===== src/rtl/aq_axi_sdma64_pkg.sv =====
// Shared definitions for the aq_axi_sdma64 control register block.
package aq_axi_sdma64_pkg;

  // Register word indices (byte offset >> 2).
  localparam logic [5:0] RegCtrl    = 6'h00;
  localparam logic [5:0] RegIstat   = 6'h01;
  localparam logic [5:0] RegImask   = 6'h02;
  localparam logic [5:0] RegVersion = 6'h03;
  localparam logic [5:0] RegWrCmd   = 6'h04;
  localparam logic [5:0] RegWrAdrs  = 6'h05;
  localparam logic [5:0] RegWrLen   = 6'h06;
  localparam logic [5:0] RegRdCmd   = 6'h08;
  localparam logic [5:0] RegRdAdrs  = 6'h09;
  localparam logic [5:0] RegRdLen   = 6'h0A;

  // ISTAT bit positions.
  localparam int unsigned IstatWrDone = 0;
  localparam int unsigned IstatRdDone = 1;

  // CTRL bit carrying the soft reset to the engines.
  localparam int unsigned CtrlMasterRst = 31;

  typedef enum logic {WIdle, WResp} wr_state_e;
  typedef enum logic {RIdle, RData} rd_state_e;

  // Merge new_val into old_val, one byte per strobe bit.
  function automatic logic [31:0] apply_wstrb(input logic [31:0] old_val,
                                              input logic [31:0] new_val,
                                              input logic [3:0]  strb);
    logic [31:0] res;
    res = old_val;
    for (int b = 0; b < 4; b++) begin
      if (strb[b]) res[b*8 +: 8] = new_val[b*8 +: 8];
    end
    return res;
  endfunction

endpackage


===== src/rtl/aq_axi_lite_slave.sv =====
// AXI4-Lite responder: turns bus handshakes into single-cycle register
// write commits and a registered read-data capture.
module aq_axi_lite_slave #(
  parameter int unsigned C_ADDR_WIDTH = 16
) (
  input  logic                    clk,
  input  logic                    rst_n,
  // Write address / data / response
  input  logic [C_ADDR_WIDTH-1:0] awaddr,
  input  logic                    awvalid,
  output logic                    awready,
  input  logic [31:0]             wdata,
  input  logic [3:0]              wstrb,
  input  logic                    wvalid,
  output logic                    wready,
  output logic                    bvalid,
  input  logic                    bready,
  output logic [1:0]              bresp,
  // Read address / data
  input  logic [C_ADDR_WIDTH-1:0] araddr,
  input  logic                    arvalid,
  output logic                    arready,
  output logic [31:0]             rdata,
  output logic [1:0]              rresp,
  output logic                    rvalid,
  input  logic                    rready,
  // Register-file side
  output logic                    wr_en,
  output logic [C_ADDR_WIDTH-1:0] wr_addr,
  output logic [31:0]             wr_data,
  output logic [3:0]              wr_strb,
  output logic                    rd_en,
  output logic [C_ADDR_WIDTH-1:0] rd_addr,
  input  logic [31:0]             rd_data
);
  import aq_axi_sdma64_pkg::*;

  wr_state_e               wr_state_q;
  rd_state_e               rd_state_q;
  logic                    awready_q, wready_q, bvalid_q;
  logic                    aw_held_q, w_held_q;
  logic [C_ADDR_WIDTH-1:0] awaddr_q;
  logic [31:0]             wdata_q;
  logic [3:0]              wstrb_q;
  logic                    arready_q, rvalid_q;
  logic [31:0]             rdata_q;

  // Write FSM: accept AW and W independently, commit once both are held, then respond.
  always_ff @(posedge clk or negedge rst_n) begin
    if (!rst_n) begin
      wr_state_q <= WIdle;
      awready_q  <= 1'b0;
      wready_q   <= 1'b0;
      bvalid_q   <= 1'b0;
      aw_held_q  <= 1'b0;
      w_held_q   <= 1'b0;
      awaddr_q   <= '0;
      wdata_q    <= '0;
      wstrb_q    <= '0;
    end else begin
      unique case (wr_state_q)
        WIdle: begin
          if (aw_held_q && w_held_q) begin
            // Commit happens this cycle (wr_en); response follows.
            wr_state_q <= WResp;
            bvalid_q   <= 1'b1;
            aw_held_q  <= 1'b0;
            w_held_q   <= 1'b0;
          end else begin
            if (awvalid && awready_q) begin
              awaddr_q  <= awaddr;
              aw_held_q <= 1'b1;
              awready_q <= 1'b0;
            end else if (!aw_held_q) begin
              awready_q <= 1'b1;
            end
            if (wvalid && wready_q) begin
              wdata_q  <= wdata;
              wstrb_q  <= wstrb;
              w_held_q <= 1'b1;
              wready_q <= 1'b0;
            end else if (!w_held_q) begin
              wready_q <= 1'b1;
            end
          end
        end
        WResp: begin
          if (bready) begin
            bvalid_q   <= 1'b0;
            awready_q  <= 1'b1;
            wready_q   <= 1'b1;
            wr_state_q <= WIdle;
          end
        end
        default: wr_state_q <= WIdle;
      endcase
    end
  end

  // Read FSM: capture register data at the address handshake, hold it until RREADY.
  always_ff @(posedge clk or negedge rst_n) begin
    if (!rst_n) begin
      rd_state_q <= RIdle;
      arready_q  <= 1'b0;
      rvalid_q   <= 1'b0;
      rdata_q    <= '0;
    end else begin
      unique case (rd_state_q)
        RIdle: begin
          if (arvalid && arready_q) begin
            rdata_q    <= rd_data;
            rvalid_q   <= 1'b1;
            arready_q  <= 1'b0;
            rd_state_q <= RData;
          end else begin
            arready_q <= 1'b1;
          end
        end
        RData: begin
          if (rready) begin
            rvalid_q   <= 1'b0;
            arready_q  <= 1'b1;
            rd_state_q <= RIdle;
          end
        end
        default: rd_state_q <= RIdle;
      endcase
    end
  end

  assign awready = awready_q;
  assign wready  = wready_q;
  assign bvalid  = bvalid_q;
  assign bresp   = 2'b00;
  assign arready = arready_q;
  assign rvalid  = rvalid_q;
  assign rdata   = rdata_q;
  assign rresp   = 2'b00;

  assign wr_en   = (wr_state_q == WIdle) && aw_held_q && w_held_q;
  assign wr_addr = awaddr_q;
  assign wr_data = wdata_q;
  assign wr_strb = wstrb_q;

  // Read data is sampled from the live register mux at the AR handshake edge,
  // so a same-cycle write commit is not yet visible.
  assign rd_en   = (rd_state_q == RIdle) && arvalid && arready_q;
  assign rd_addr = araddr;

endmodule


===== src/rtl/aq_axi_sdma64_regs.sv =====
// Control register file for aq_axi_sdma64: decode, DMA start pulses,
// sticky done status and interrupt generation.
module aq_axi_sdma64_regs #(
  parameter int unsigned C_ADDR_WIDTH = 16,
  parameter logic [31:0] C_VERSION    = 32'h0001_0000
) (
  input  logic                    S_AXI_ACLK,
  input  logic                    S_AXI_ARESETN,
  input  logic [C_ADDR_WIDTH-1:0] S_AXI_AWADDR,
  input  logic [3:0]              S_AXI_AWCACHE,
  input  logic [2:0]              S_AXI_AWPROT,
  input  logic                    S_AXI_AWVALID,
  output logic                    S_AXI_AWREADY,
  input  logic [31:0]             S_AXI_WDATA,
  input  logic [3:0]              S_AXI_WSTRB,
  input  logic                    S_AXI_WVALID,
  output logic                    S_AXI_WREADY,
  output logic                    S_AXI_BVALID,
  input  logic                    S_AXI_BREADY,
  output logic [1:0]              S_AXI_BRESP,
  input  logic [C_ADDR_WIDTH-1:0] S_AXI_ARADDR,
  input  logic [3:0]              S_AXI_ARCACHE,
  input  logic [2:0]              S_AXI_ARPROT,
  input  logic                    S_AXI_ARVALID,
  output logic                    S_AXI_ARREADY,
  output logic [31:0]             S_AXI_RDATA,
  output logic [1:0]              S_AXI_RRESP,
  output logic                    S_AXI_RVALID,
  input  logic                    S_AXI_RREADY,
  output logic                    MASTER_RST,
  output logic                    WR_START,
  output logic [31:0]             WR_ADRS,
  output logic [31:0]             WR_LEN,
  input  logic                    WR_BUSY,
  input  logic                    WR_DONE,
  output logic                    RD_START,
  output logic [31:0]             RD_ADRS,
  output logic [31:0]             RD_LEN,
  input  logic                    RD_BUSY,
  input  logic                    RD_DONE,
  output logic                    INTERRUPT
);
  import aq_axi_sdma64_pkg::*;

  logic                    wr_en, rd_en;
  logic [C_ADDR_WIDTH-1:0] wr_addr, rd_addr;
  logic [31:0]             wr_data, rd_data;
  logic [3:0]              wr_strb;
  logic [5:0]              wr_word, rd_word;

  logic        master_rst_q;
  logic [1:0]  istat_q, istat_d, istat_clr;
  logic [3:0]  imask_q;
  logic [31:0] wr_adrs_q, wr_len_q, rd_adrs_q, rd_len_q;
  logic        wr_start_q, rd_start_q, irq_q;

  aq_axi_lite_slave #(
    .C_ADDR_WIDTH(C_ADDR_WIDTH)
  ) u_slave (
    .clk     (S_AXI_ACLK),
    .rst_n   (S_AXI_ARESETN),
    .awaddr  (S_AXI_AWADDR),
    .awvalid (S_AXI_AWVALID),
    .awready (S_AXI_AWREADY),
    .wdata   (S_AXI_WDATA),
    .wstrb   (S_AXI_WSTRB),
    .wvalid  (S_AXI_WVALID),
    .wready  (S_AXI_WREADY),
    .bvalid  (S_AXI_BVALID),
    .bready  (S_AXI_BREADY),
    .bresp   (S_AXI_BRESP),
    .araddr  (S_AXI_ARADDR),
    .arvalid (S_AXI_ARVALID),
    .arready (S_AXI_ARREADY),
    .rdata   (S_AXI_RDATA),
    .rresp   (S_AXI_RRESP),
    .rvalid  (S_AXI_RVALID),
    .rready  (S_AXI_RREADY),
    .wr_en   (wr_en),
    .wr_addr (wr_addr),
    .wr_data (wr_data),
    .wr_strb (wr_strb),
    .rd_en   (rd_en),
    .rd_addr (rd_addr),
    .rd_data (rd_data)
  );

  assign wr_word = wr_addr[7:2];
  assign rd_word = rd_addr[7:2];

  // Cache/prot attributes and address bits outside [7:2] carry no meaning here.
  logic unused_sig;
  assign unused_sig = ^{S_AXI_AWCACHE, S_AXI_AWPROT, S_AXI_ARCACHE, S_AXI_ARPROT, rd_en,
                        wr_addr[C_ADDR_WIDTH-1:8], wr_addr[1:0],
                        rd_addr[C_ADDR_WIDTH-1:8], rd_addr[1:0]};

  // Read mux; unmapped words read as zero.
  always_comb begin
    rd_data = '0;
    case (rd_word)
      RegCtrl:    rd_data[CtrlMasterRst] = master_rst_q;
      RegIstat:   rd_data[1:0] = istat_q;
      RegImask:   rd_data[3:0] = imask_q;
      RegVersion: rd_data = C_VERSION;
      RegWrCmd:   rd_data[0] = WR_BUSY;
      RegWrAdrs:  rd_data = wr_adrs_q;
      RegWrLen:   rd_data = wr_len_q;
      RegRdCmd:   rd_data[0] = RD_BUSY;
      RegRdAdrs:  rd_data = rd_adrs_q;
      RegRdLen:   rd_data = rd_len_q;
      default:    rd_data = '0;
    endcase
  end

  // Plain read/write registers with byte-enable merge.
  always_ff @(posedge S_AXI_ACLK or negedge S_AXI_ARESETN) begin
    if (!S_AXI_ARESETN) begin
      master_rst_q <= 1'b0;
      imask_q      <= '0;
      wr_adrs_q    <= '0;
      wr_len_q     <= '0;
      rd_adrs_q    <= '0;
      rd_len_q     <= '0;
    end else if (wr_en) begin
      case (wr_word)
        RegCtrl:   if (wr_strb[3]) master_rst_q <= wr_data[CtrlMasterRst];
        RegImask:  if (wr_strb[0]) imask_q <= wr_data[3:0];
        RegWrAdrs: wr_adrs_q <= apply_wstrb(wr_adrs_q, wr_data, wr_strb);
        RegWrLen:  wr_len_q  <= apply_wstrb(wr_len_q, wr_data, wr_strb);
        RegRdAdrs: rd_adrs_q <= apply_wstrb(rd_adrs_q, wr_data, wr_strb);
        RegRdLen:  rd_len_q  <= apply_wstrb(rd_len_q, wr_data, wr_strb);
        default:   ;
      endcase
    end
  end

  // Start pulses: one cycle after an accepted command write; dropped when busy or in soft reset.
  always_ff @(posedge S_AXI_ACLK or negedge S_AXI_ARESETN) begin
    if (!S_AXI_ARESETN) begin
      wr_start_q <= 1'b0;
      rd_start_q <= 1'b0;
    end else begin
      wr_start_q <= wr_en && (wr_word == RegWrCmd) && wr_strb[0] && wr_data[0] &&
                    !WR_BUSY && !master_rst_q;
      rd_start_q <= wr_en && (wr_word == RegRdCmd) && wr_strb[0] && wr_data[0] &&
                    !RD_BUSY && !master_rst_q;
    end
  end

  // Sticky status: a DONE pulse wins over a simultaneous W1C of the same bit.
  always_comb begin
    istat_clr = '0;
    if (wr_en && (wr_word == RegIstat) && wr_strb[0]) istat_clr = wr_data[1:0];
    istat_d = (istat_q & ~istat_clr);
    istat_d[IstatWrDone] = istat_d[IstatWrDone] | WR_DONE;
    istat_d[IstatRdDone] = istat_d[IstatRdDone] | RD_DONE;
    if (master_rst_q) istat_d = '0;
  end

  // Status register and registered interrupt level.
  always_ff @(posedge S_AXI_ACLK or negedge S_AXI_ARESETN) begin
    if (!S_AXI_ARESETN) begin
      istat_q <= '0;
      irq_q   <= 1'b0;
    end else begin
      istat_q <= istat_d;
      irq_q   <= |(istat_q & imask_q[1:0]);
    end
  end

  assign MASTER_RST = master_rst_q;
  assign WR_START   = wr_start_q;
  assign WR_ADRS    = wr_adrs_q;
  assign WR_LEN     = wr_len_q;
  assign RD_START   = rd_start_q;
  assign RD_ADRS    = rd_adrs_q;
  assign RD_LEN     = rd_len_q;
  assign INTERRUPT  = irq_q;

endmodule


===== config.mk =====
export PLATFORM = sky130hd
export DESIGN_NAME = aq_axi_sdma64_regs
export DESIGN_NICKNAME = d
export VERILOG_FILES = /design/src/rtl/aq_axi_sdma64_pkg.sv /design/src/rtl/aq_axi_lite_slave.sv /design/src/rtl/aq_axi_sdma64_regs.sv
export SDC_FILE = /design/constraint.sdc
export NUM_CORES = 1
export LEC_CHECK = 0
export CORE_ASPECT_RATIO = 0.8
export CORE_UTILIZATION = 45
export CTS_BUF_LIST = sky130_fd_sc_hd__clkbuf_16
export DETAILED_ROUTE_END_ITERATION = 8
export GPL_TIMING_DRIVEN = 0
export HOLD_SLACK_MARGIN = 0.06
export PLACE_DENSITY = 0.83
export SLEW_MARGIN = 10
export SYNTH_ARGS = -nofsm -noshare
export SYNTH_HDL_FRONTEND = slang
export SYNTH_SLANG_ARGS = --single-unit

===== constraint.sdc =====
create_clock -name S_AXI_ACLK -period 1.94 [get_ports S_AXI_ACLK]
set_input_delay 0.582 -clock S_AXI_ACLK [delete_from_list [all_inputs] [get_ports S_AXI_ACLK]]
set_output_delay 0.582 -clock S_AXI_ACLK [all_outputs]
set_load 0.02 [all_outputs]

==> reports/summary.txt <==
count of different cell masters after synthesis = 54
Worst-Margin Slew = 856 ps
Routed WL = 28.6 mm
CP Data Required Time = 2320 ps
clock transition at the registers of the reported paths = 60 ps
total track usage = 26.4%
post-placement cell count = 1189
failing checks = setup timing
Cell Rows = 47
Total Nets Final = 1059
most frequent cells in the layout = 221 x dfrtp_1, 170 x mux2_2, 170 x dlygate4sd2_1
area leader, netlist = dfrtp_1
Max rail drop VDD = 853 uV
Worst path slowest cell = or4b_4
Yosys top cell area share = 58.0%
Ports = 266
Seq cells post-synth = 221
Power Density = 1330 nW/um^2
First-pass DRT Iterations = 5
share of layout cells above drive strength 1 = 30.7%
dpl ws = -1390 ps
initial antenna violation count = 2
Initial Util = 45.9%
DRC Markers = 0
CP Max Fanout = 8
number of global-route vias before repair = 7229
Post-synth EDFFs = 0
Worst Setup End Kind = flop
post-route clock period utilization = 102%
sequential share of the synthesized area = 58.0%
asr flop ratio synth = 100%
Fin Setup TNS = -1260 ps
Fillers = 1617
Die H = 132 microns
H-tree depth = 1
Iter 0 DRT Violations = 938
Worst Skew = 17.0 ps
wire per inst = 22.8 microns
Final GP Congestion = 0.812
Yosys Warn Count = 0
Final WS setup = -48.1 ps
Final Critical Period = 1990 ps
core occupancy in the finished layout = 63.1%
Area Overhead vs Synth = 37.5%
fin area = 13100 sq um
slowest stage delay, CP = 580 ps
Crit Path Class = flop to flop
multi-input logic area = 3900 sq um
RSZ-0062 raised after global routing = yes
CP arrival = 2370 ps
later-pin clock latency in the skew report = 510 ps
hold slack final = 91.0 ps
root buf cell = clkbuf_16
register area = 5530 sq um
Main synth FF type = dfrtp_1
final cell count without fillers = 1252
Mapped Cells = 689
status = complete, but fails checks
total CTS buffers = 23
commonest non-fill, non-tap cell in the layout = dfrtp_1
Slew HR = 42.9%
core area = 20800 sq um
Hold Buf Count CTS = 0
maxcap violations = 0
antenna-violating nets left = 0
Clock Path Buffers = 3
total gr overflow = 0
type of the most critical hold path = input port to async pin
global-route wire length before repair = 43.3 mm
Cell Area, Synth = 9540 sq um
Final setup viols = 64
Max Clk Rate = 0.503 GHz
placed inst area = 12200 sq um
CP Cell Sequence = or4b_4 > buf_12 > nor2_8 > nand3_4 > mux2_4
CTS sink count = 221
ranking of synthesized cells by area = dfrtp_1 58%, mux2_2 21%, a22oi_1 3.9%
Leak Pwr = 6.63 nW
Final Power = 17.4 mW
Startpoint Class = flop
Syn Area/Cell = 13.8 sq um
final slew viol count = 0
routed vias = 7270
CTS tree = built
die area = 21800 sq um
Die Wd = 165 microns
DP HPWL = 19.6 mm
pin count of the biggest net entering global routing = 114
Vias/cell = 5.81
reg2reg setup slack = -50 ps
Final Hold Viols = 0
input/output buffers = 227
## per-layer routing
metal / global-route usage [%] / up-vias / part of all wire, %
li1: - / 3166 / -
met1: 38.4 / 3676 / 44
met2: 39.6 / 367 / 44
met3: 5.98 / 59 / 9.1
met4: 6.98 / 2 / 2.6
met5: 0 / - / 0.038
## registers in the layout (all words and copies together), names as in the netlist, 2 cells and up
| signal | cells |
|---|---|
| u_slave.wr_strb | 4 |
| WR_LEN | 32 |
| RD_ADRS | 32 |
| WR_ADRS | 32 |
| u_slave.rdata | 32 |
| istat_q | 2 |
| u_slave.wr_data | 32 |
| imask_q | 4 |
| RD_LEN | 32 |
| u_slave.wr_addr | 6 |
## worst max-delay path, delay by kind of cell (launching register included)
family                 cells  cell delay (ps)
buffers and inverters      1              150
DFF                        1              430
muxes                      1              350
and+or+nand+nor            3              930
## Yosys cell counts (5+ instances only)
cell      number
a31oi_1        7
nor2_4         5
nand2_1       35
a22o_1         5
clkbuf_1       6
mux2_2       174
nor2_1        14
nor2b_1        5
buf_4          8
nand2_2        6
inv_1         10
and3_1         6
a21oi_1       12
nand3_4        8
buf_2         21
a222oi_1      23
nand2b_1       7
a22oi_1       50
dfrtp_1      221
nor3_1         8
## path summary, 6_finish.rpt
kind,start,end,cells past startpoint
hold reg to reg,u_slave.rdata[23],u_slave.rdata[23],2
min in group S_AXI_ACLK,u_slave.rdata[23],u_slave.rdata[23],2
setup reg to reg,u_slave.wr_addr[7],WR_LEN[14],5
max in group asynchronous,S_AXI_ARESETN,u_slave.rdata[1],2
setup / recovery,u_slave.wr_addr[7],WR_LEN[14],5
hold / removal,S_AXI_ARESETN,u_slave.wr_data[20],1
## cells by family after synthesis
group | share of synthesized area (%)
other | 0.0393
flip-flops | 58.0
buffers and inverters | 2.40
AO/OA/AOI/OAI | 9.88
AND/OR/NAND/NOR | 8.78
multiplexers | 20.9
## cell type report
type,count,share of cell area (%)
clock inverter,18,0.993
clock buffer,23,4.39
sequential,221,42.2
antenna,1,0.0191
tap,269,2.57
timing repair buffer,249,17.6
multi-input combinational,425,29.8
buffer,36,2.20
inverter,10,0.286
## what timing repair did
item / CTS / global route
resized for setup: 217 / 28
hold endpoints to repair: 0 / 0
setup endpoints to repair: 320 / 158
gates cloned: 1 / 0
pin swaps: 12 / 7
setup buffers: 17 / 3
## where the power goes
| group | switching [mW] | internal (mW) | total, mW |
|---|---|---|---|
| logic | 3.05 | 2.59 | 5.64 |
| registers | 1.47 | 6.09 | 7.56 |
| clock network | 1.79 | 2.41 | 4.20 |
| total | 6.30 | 11.1 | 17.4 |
Power figures use the tool's default switching activity.
